### config.mk
export PLATFORM = sky130hd
export DESIGN_NAME = alu_seq
export DESIGN_NICKNAME = d
export VERILOG_FILES = /design/src/rtl/alu_pkg.sv /design/src/rtl/alu_mul_iter.sv /design/src/rtl/alu_seq.sv
export SDC_FILE = /design/constraint.sdc
export NUM_CORES = 1
export LEC_CHECK = 0
export CAP_MARGIN = 0
export CORE_MARGIN = 4
export CORE_UTILIZATION = 60
export CTS_CLUSTER_SIZE = 25
export DETAILED_ROUTE_END_ITERATION = 12
export PLACE_DENSITY = 0.82
export SYNTH_ARGS = -nofsm -noshare
export SYNTH_HDL_FRONTEND = slang
export SYNTH_HIERARCHICAL = 1
export SYNTH_SLANG_ARGS = --single-unit
### constraint.sdc
create_clock -name i_clk -period 9 [get_ports i_clk]
set_input_delay 1.8 -clock i_clk [delete_from_list [all_inputs] [get_ports i_clk]]
set_output_delay 1.8 -clock i_clk [all_outputs]
set_load 0.03 [all_outputs]
### src/rtl/alu_pkg.sv
// alu_pkg: shared opcode encodings, flag bit positions and FSM states for the
// sequential ALU and its iterative multiplier.
package alu_pkg;

   localparam logic [3:0] OP_NOP = 4'h0;
   localparam logic [3:0] OP_NOT = 4'h1;
   localparam logic [3:0] OP_ADD = 4'h2;
   localparam logic [3:0] OP_SUB = 4'h3;
   localparam logic [3:0] OP_AND = 4'h4;
   localparam logic [3:0] OP_OR  = 4'h5;
   localparam logic [3:0] OP_SHL = 4'h6;
   localparam logic [3:0] OP_SHR = 4'h7;
   localparam logic [3:0] OP_ADC = 4'h8;
   localparam logic [3:0] OP_SBC = 4'h9;
   localparam logic [3:0] OP_MUL = 4'hA;
   localparam logic [3:0] OP_CMP = 4'hB;

   localparam int FLG_Z = 0;
   localparam int FLG_N = 1;
   localparam int FLG_C = 2;
   localparam int FLG_V = 3;

   typedef enum logic {
      ST_IDLE    = 1'b0,
      ST_MUL_RUN = 1'b1
   } aluState_e;

endpackage

### src/rtl/alu_mul_iter.sv
// alu_mul_iter: unsigned shift-add multiplier, one partial product per clock.
// The multiplier operand sits in the low half of the accumulator and is shifted
// out as the running sum shifts in from the top. done_o is asserted during the
// final step, with product_o already showing the completed product so the
// parent can capture it on that same edge.
module alu_mul_iter #(
   parameter int WIDTH = 16
) (
   input  logic               clk_i,
   input  logic               rstN_i,
   input  logic               start_i,
   input  logic               abort_i,
   input  logic [WIDTH-1:0]   a_i,
   input  logic [WIDTH-1:0]   b_i,
   output logic               busy_o,
   output logic               done_o,
   output logic [2*WIDTH-1:0] product_o
);

   localparam int CW = $clog2(WIDTH) + 1;

   logic [CW-1:0]      count_q;
   logic               busy_q;
   logic [WIDTH-1:0]   mcand_q;
   logic [2*WIDTH-1:0] acc_q;
   logic [WIDTH-1:0]   addend;
   logic [WIDTH:0]     partSum;
   logic [2*WIDTH-1:0] accNext;

   // One shift-add step: conditionally add the multiplicand to the upper half,
   // then shift the whole accumulator (with the carry) right by one.
   always_comb begin
      addend  = acc_q[0] ? mcand_q : '0;
      partSum = {1'b0, acc_q[2*WIDTH-1:WIDTH]} + {1'b0, addend};
      accNext = {partSum, acc_q[WIDTH-1:1]};
   end

   assign busy_o    = busy_q;
   assign done_o    = busy_q & (count_q == CW'(1));
   assign product_o = accNext;

   // Load operands on start, step while busy and stop after WIDTH steps; an abort
   // simply drops the in-flight product.
   always_ff @(posedge clk_i or negedge rstN_i) begin
      if (!rstN_i) begin
         busy_q  <= 1'b0;
         count_q <= '0;
         mcand_q <= '0;
         acc_q   <= '0;
      end else if (abort_i) begin
         busy_q  <= 1'b0;
         count_q <= '0;
      end else if (start_i) begin
         busy_q  <= 1'b1;
         count_q <= CW'(WIDTH);
         mcand_q <= a_i;
         acc_q   <= {{WIDTH{1'b0}}, b_i};
      end else if (busy_q) begin
         acc_q   <= accNext;
         count_q <= count_q - CW'(1);
         if (done_o) begin
            busy_q <= 1'b0;
         end
      end
   end

endmodule

### src/rtl/alu_seq.sv
// alu_seq: registered execute-stage ALU with valid/ready handshakes on both sides
// and an internal {V,C,N,Z} flag register feeding ADC/SBC.
// Build option ALU_MUL_EN: when defined, opcode MUL runs on the iterative
// multiplier (WIDTH+1 cycle latency, unit busy meanwhile); when undefined, MUL
// decodes as an illegal opcode and no multiplier is generated.
module alu_seq
   import alu_pkg::*;
#(
   parameter int WIDTH = 16
) (
   input  logic             i_clk,
   input  logic             i_rst_n,
   input  logic             i_flush,
   input  logic             i_valid,
   output logic             o_ready,
   input  logic [3:0]       i_op,
   input  logic [WIDTH-1:0] i_data_1,
   input  logic [WIDTH-1:0] i_data_2,
   output logic             o_valid,
   input  logic             i_ready,
   output logic [WIDTH-1:0] o_result,
   output logic [WIDTH-1:0] o_result_hi,
   output logic [3:0]       o_flags,
   output logic             o_illegal
);

   localparam int SHW = $clog2(WIDTH) + 1;
   localparam logic [WIDTH-1:0] WIDTH_V = WIDTH'(WIDTH);

   aluState_e          state_q, state_d;
   logic [WIDTH-1:0]   resLo_q, resLo_d;
   logic [WIDTH-1:0]   resHi_q, resHi_d;
   logic [3:0]         flags_q, flags_d;
   logic               valid_q, valid_d;
   logic               illegal_q, illegal_d;

   logic               ready;
   logic               accept;
   logic               isMul;
   logic               mulStart;
   logic               mulBusy;
   logic               mulDone;
   logic               mulCommit;
   logic [2*WIDTH-1:0] mulProd;

   logic [WIDTH-1:0]   aluRes;
   logic [WIDTH-1:0]   znVal;
   logic [3:0]         aluFlags;
   logic               aluIllegal;
   logic               updZn;
   logic               bigShift;
   logic [SHW-1:0]     shAmt;
   logic [WIDTH:0]     addSum;
   logic [WIDTH:0]     subDiff;
   logic [WIDTH:0]     shlVal;
   logic [WIDTH:0]     shrVal;

   assign ready  = (state_q == ST_IDLE) & (~valid_q | i_ready) & ~i_flush;
   assign accept = i_valid & ready;

`ifdef ALU_MUL_EN
   assign isMul    = (i_op == OP_MUL);
   assign mulStart = accept & isMul;

   alu_mul_iter #(
      .WIDTH(WIDTH)
   ) u_mul (
      .clk_i    (i_clk),
      .rstN_i   (i_rst_n),
      .start_i  (mulStart),
      .abort_i  (i_flush),
      .a_i      (i_data_1),
      .b_i      (i_data_2),
      .busy_o   (mulBusy),
      .done_o   (mulDone),
      .product_o(mulProd)
   );
`else
   assign isMul    = 1'b0;
   assign mulStart = 1'b0;
   assign mulBusy  = 1'b0;
   assign mulDone  = 1'b0;
   assign mulProd  = '0;
`endif

   assign mulCommit = (state_q == ST_MUL_RUN) & mulBusy & mulDone;

   // Single-cycle datapath: one shared adder/subtractor with the registered carry
   // folded in for ADC/SBC, shifts done one bit wider so the bit shifted out
   // lands in the extra position and becomes C.
   always_comb begin
      shAmt    = i_data_2[SHW-1:0];
      bigShift = (i_data_2 > WIDTH_V);
      addSum   = {1'b0, i_data_1} + {1'b0, i_data_2}
               + {{WIDTH{1'b0}}, flags_q[FLG_C] & (i_op == OP_ADC)};
      subDiff  = {1'b0, i_data_1} - {1'b0, i_data_2}
               - {{WIDTH{1'b0}}, flags_q[FLG_C] & (i_op == OP_SBC)};
      shlVal   = {1'b0, i_data_1} << shAmt;
      shrVal   = {i_data_1, 1'b0} >> shAmt;

      aluRes     = '0;
      aluFlags   = flags_q;
      aluIllegal = 1'b0;
      updZn      = 1'b1;

      case (i_op)
         OP_NOP: begin
            aluRes = i_data_1;
            updZn  = 1'b0;
         end
         OP_NOT: aluRes = ~i_data_1;
         OP_ADD, OP_ADC: begin
            aluRes          = addSum[WIDTH-1:0];
            aluFlags[FLG_C] = addSum[WIDTH];
            aluFlags[FLG_V] = (i_data_1[WIDTH-1] == i_data_2[WIDTH-1])
                            & (addSum[WIDTH-1] != i_data_1[WIDTH-1]);
         end
         OP_SUB, OP_SBC, OP_CMP: begin
            aluRes          = (i_op == OP_CMP) ? i_data_1 : subDiff[WIDTH-1:0];
            aluFlags[FLG_C] = subDiff[WIDTH];
            aluFlags[FLG_V] = (i_data_1[WIDTH-1] != i_data_2[WIDTH-1])
                            & (subDiff[WIDTH-1] != i_data_1[WIDTH-1]);
         end
         OP_AND: aluRes = i_data_1 & i_data_2;
         OP_OR:  aluRes = i_data_1 | i_data_2;
         OP_SHL: begin
            aluRes          = bigShift ? '0 : shlVal[WIDTH-1:0];
            aluFlags[FLG_C] = bigShift ? 1'b0 : shlVal[WIDTH];
         end
         OP_SHR: begin
            aluRes          = bigShift ? '0 : shrVal[WIDTH:1];
            aluFlags[FLG_C] = bigShift ? 1'b0 : shrVal[0];
         end
`ifdef ALU_MUL_EN
         OP_MUL: updZn = 1'b0;
`endif
         default: begin
            aluIllegal = 1'b1;
            updZn      = 1'b0;
         end
      endcase

      znVal = (i_op == OP_CMP) ? subDiff[WIDTH-1:0] : aluRes;
      if (updZn) begin
         aluFlags[FLG_Z] = (znVal == '0);
         aluFlags[FLG_N] = znVal[WIDTH-1];
      end
   end

   // Control FSM: park in MUL_RUN while the multiplier iterates; flush or the
   // final multiplier step returns to IDLE.
   always_comb begin
      state_d = state_q;
      if (i_flush) begin
         state_d = ST_IDLE;
      end else begin
         case (state_q)
            ST_IDLE:    if (mulStart) state_d = ST_MUL_RUN;
            ST_MUL_RUN: if (mulDone)  state_d = ST_IDLE;
            default:    state_d = ST_IDLE;
         endcase
      end
   end

   // Output entry and flag register: flush drops the entry without touching
   // flags, otherwise a new single-cycle result or a finished product replaces
   // the entry, and a consumed entry is retired.
   always_comb begin
      valid_d   = valid_q;
      resLo_d   = resLo_q;
      resHi_d   = resHi_q;
      flags_d   = flags_q;
      illegal_d = illegal_q;
      if (i_flush) begin
         valid_d = 1'b0;
      end else if (accept & ~isMul) begin
         valid_d   = 1'b1;
         resLo_d   = aluRes;
         resHi_d   = '0;
         flags_d   = aluFlags;
         illegal_d = aluIllegal;
      end else if (mulCommit) begin
         valid_d          = 1'b1;
         resLo_d          = mulProd[WIDTH-1:0];
         resHi_d          = mulProd[2*WIDTH-1:WIDTH];
         illegal_d        = 1'b0;
         flags_d[FLG_Z]   = (mulProd == '0);
         flags_d[FLG_N]   = mulProd[2*WIDTH-1];
         flags_d[FLG_C]   = (mulProd[2*WIDTH-1:WIDTH] != '0);
         flags_d[FLG_V]   = (mulProd[2*WIDTH-1:WIDTH] != '0);
      end else if (i_ready) begin
         valid_d = 1'b0;
      end
   end

   // State and output registers; reset also abandons any multiply in progress.
   always_ff @(posedge i_clk or negedge i_rst_n) begin
      if (!i_rst_n) begin
         state_q   <= ST_IDLE;
         valid_q   <= 1'b0;
         resLo_q   <= '0;
         resHi_q   <= '0;
         flags_q   <= '0;
         illegal_q <= 1'b0;
      end else begin
         state_q   <= state_d;
         valid_q   <= valid_d;
         resLo_q   <= resLo_d;
         resHi_q   <= resHi_d;
         flags_q   <= flags_d;
         illegal_q <= illegal_d;
      end
   end

   assign o_ready     = ready;
   assign o_valid     = valid_q;
   assign o_result    = resLo_q;
   assign o_result_hi = resHi_q;
   assign o_flags     = flags_q;
   assign o_illegal   = illegal_q;

endmodule

==> metrics.csv <==
stage;metric;value;unit
floorplan;die area;0.0115;mm^2
placement;placement-stage cell area;0.00640;mm^2
final_layout;layout cells sized above 1;11.1;%
worst_hold_path;class of the worst hold path;reg2reg;
setup_path;CP arrival;6.54;ns
run_status;status;finished clean;
flow_run;maxcap violations;0;
floorplan;Initial Utilization;62.5;%
clocking;H-tree depth;1;
synthesis;register area share after synthesis;9.35;%
clocking;Longest Clk Path Bufs;2;
synthesis;synthesized cell area;0.00589;mm^2
clocking;CTS tree;yes;
global_route;largest net degree at the start of global routing;45;
timing;Slew HR;30.3;%
setup_path;critical path class;in2reg;
final_layout;diodes inserted;0;
timing;setup_tns;0;ns
clocking;Num CTS Buffers;3;
clocking;register clock-pin slew on the reported worst setup and hold paths;0.08;ns
floorplan;Die Width;107;um
final_layout;Fillers;813;
routing;final WL;20.8;mm
synthesis;Synth Register Bits;22;
timing;actual slew at the worst max-slew pin;1.04;ns
timing;Max Fclk;156;MHz
final_layout;P&R area growth vs syn;9.94;%
final_layout;final-stage net count;882;
timing;post-layout min period;6.40;ns
routing;mean routed wirelength per cell;23.0;um
global_route;GRT Overall Usage;35.9;%
synthesis;Synth area leaders;ha_1 13%, dfrtp_1 9.3%, mux4_2 9.2%;
routing;Iter 0 DRT Violations;676;
routing;met3 wire len;2.36;mm
synthesis;synth unique cells;80;
routing;DRC errors left;0;
final_layout;post-route cell area;0.00647;mm^2
synthesis;Async SR Flop Fraction;100;%
power;leakage;2.69;nW
timing;Hold Vio Cnt, Final;0;
timing;Final period util;71.2;%
synthesis;Top FF cell, synth;dfrtp_1;
routing;via/cell ratio;6.98;
floorplan;Die Y;107;um
timing;max-slew violations;0;
global_route;first-pass GRT wire length;32.6;mm
routing;post-route ant nets;0;
floorplan;site row count;35;
synthesis;Synth area leader;ha_1;
synthesis;Synth Instances;758;
global_route;initial antenna violation count;1;
power;Max VDD drop;79.6;uV
placement;PortBufs;63;
placement;gp weighted congestion;1.06;
synthesis;Post-synth EDFFs;0;
routing;met2 wire len;9.15;mm
power;PwrDens;108;mW/mm^2
setup_path;Setup crit start kind;input port;
setup_path;Worst Path Required;9.14;ns
synthesis;Mapped Avg Cell Area;7.77;um^2
global_route;vias in the first global route;5891;
timing;RSZ-0062 raised after global routing;false;
clocking;PostCTS Resize Cnt;0;
setup_path;nature of the critical path endpoint;register;
clocking;post-CTS setup buffer count;0;
routing;Top Layer Used;met5;
global_route;grt ovf;0;
clocking;hold_buf cts;0;
clocking;worst-skew pair later-pin latency;0.27;ns
clocking;CTS sink count;22;
floorplan;I/O pin cnt;80;
setup_path;CP Max Fanout;25;
synthesis;Syn. warnings;6;
routing;WL met1;8.20;mm
placement;post-DP HPWL;16.0;mm
floorplan;Core Box Area;0.00942;mm^2
timing;# setup viols final;0;
routing;First-pass DRT Iterations;5;
timing;Worst Skew;0.00729;ns
routing;Vias;6300;
clocking;Root Driver;clkbuf_8;
synthesis;Synth top area share;13.4;%
## final cells by class
| cell class | instances | area (um^2) | share of cell area (%) |
|---|---|---|---|
| inverters | 52 | 195 | 3.02 |
| clock buffers | 3 | 41.3 | 0.638 |
| flip-flops and latches | 22 | 551 | 8.50 |
| multi-input cells | 623 | 4800 | 74.2 |
| well taps | 129 | 161 | 2.49 |
| repair buffers | 72 | 693 | 10.7 |
| clock inverters | 1 | 30.0 | 0.464 |
## critical path, stage by stage
cell             delay, ns
clkdlybuf4s50_1       1.11
inv_1                 0.77
fa_1                  0.68
nor3_1                0.40
o21ai_1               0.18
a221o_1               0.36
a221oi_1              0.40
o21ai_0               0.19
xor2_1                0.24
o32ai_1               0.14
mux2i_1               0.15
o21ai_0               0.11
## cells in the final DEF (no fill, tap or decap), types with 5 or more instances in the layout
cell type         n
clkdlybuf4s50_1  62
dfrtp_1          22
a31oi_1           8
o21ai_0          53
a211oi_1          8
o221ai_1          5
nor4_1            7
a221o_1           6
ha_1             63
nand2_1          72
nand4_1           6
mux2i_1          18
nand3_1          17
a21o_1           13
xor2_1           10
a22oi_1           7
o21a_1            5
o211ai_1         10
o31a_1            5
o2111ai_1         5
a211o_1           5
nand2b_1          5
a21oi_1          46
mux2_2           26
inv_1            50
nor2_1           55
o22ai_1           8
a221oi_1         10
xnor2_1          18
buf_4             9
nor2b_1           8
conb_1           16
mux4_2           24
nor3_1           16
## cell usage after synthesis, drive strengths merged (17+ instances only)
cell type   n
nand2      72
ha         63
o21ai      56
nor2       55
inv        51
a21oi      46
clkbuf     44
buf        32
mux2       27
mux4       24
dfrtp      22
mux2i      18
xnor2      18
a21o       17
nand3      17
## state kept, by name, indices dropped and copies added (netlist names)
register,count
o_result,16
o_illegal,1
o_valid,1
o_flags,4
## cell families after synthesis
family                     count (synthesis)  share of synthesized area (%)
AOI/OAI and AO/OA                        228                           26.6
xor gates and xnor gates                  28                           4.16
adders and majority gates                 67                           14.7
buffers and inverters                    128                           10.1
DFF                                       22                           9.35
muxes                                     69                           17.5
other                                      1                         0.0637
and+or+nand+nor                          215                           17.6
## worst paths after layout
check / slack [ns] / endpoint / cells past startpoint / from
setup reg to reg: 4.88 / o_flags[2]$_DFFE_PN0P_ / 13 / o_flags[2]$_DFFE_PN0P_
max in group asynchronous: 6.37 / o_illegal$_DFFE_PN0P_ / 1 / i_rst_n
hold / removal: 0.49 / o_result[11]$_DFFE_PN0P_ / 2 / o_result[11]$_DFFE_PN0P_
setup / recovery: 2.60 / o_flags[2]$_DFFE_PN0P_ / 12 / i_data_2[1]
hold reg to reg: 0.49 / o_result[11]$_DFFE_PN0P_ / 2 / o_result[11]$_DFFE_PN0P_
min in group asynchronous: 2.05 / o_result[9]$_DFFE_PN0P_ / 1 / i_rst_n
## power breakdown
group          switching, W  internal (W)  total [W]
sequential        0.0000131      0.000119   0.000132
clock             0.0000316     0.0000595  0.0000910
combinational      0.000282      0.000193   0.000474
total              0.000327      0.000371   0.000697
## per-layer routing
layer  GRT usage [%]  vias to the layer above
li1                -                     2800
met4            15.4                        2
met2            55.8                      475
met5               0                        -
met3            6.32                       81
met1            48.7                     2942
## through the flow
stage / util (%) / power (W) / setup WS (ns) / cells / hold slack [ns]
after floorplan: - / 0.000457 / 3.41 / 773 / 0.648
final: 68.8 / 0.000697 / 2.60 / 902 / 0.489
after CTS: 68.8 / 0.000687 / 2.74 / 902 / 0.494
after global placement: 68.0 / 0.000585 / 2.63 / 898 / 0.460
after global routing: 68.8 / 0.000739 / 2.40 / 902 / 0.518
after detailed placement: 68.0 / 0.000596 / 2.47 / 898 / 0.477
Note: power is estimated with default switching activity, not from simulation.
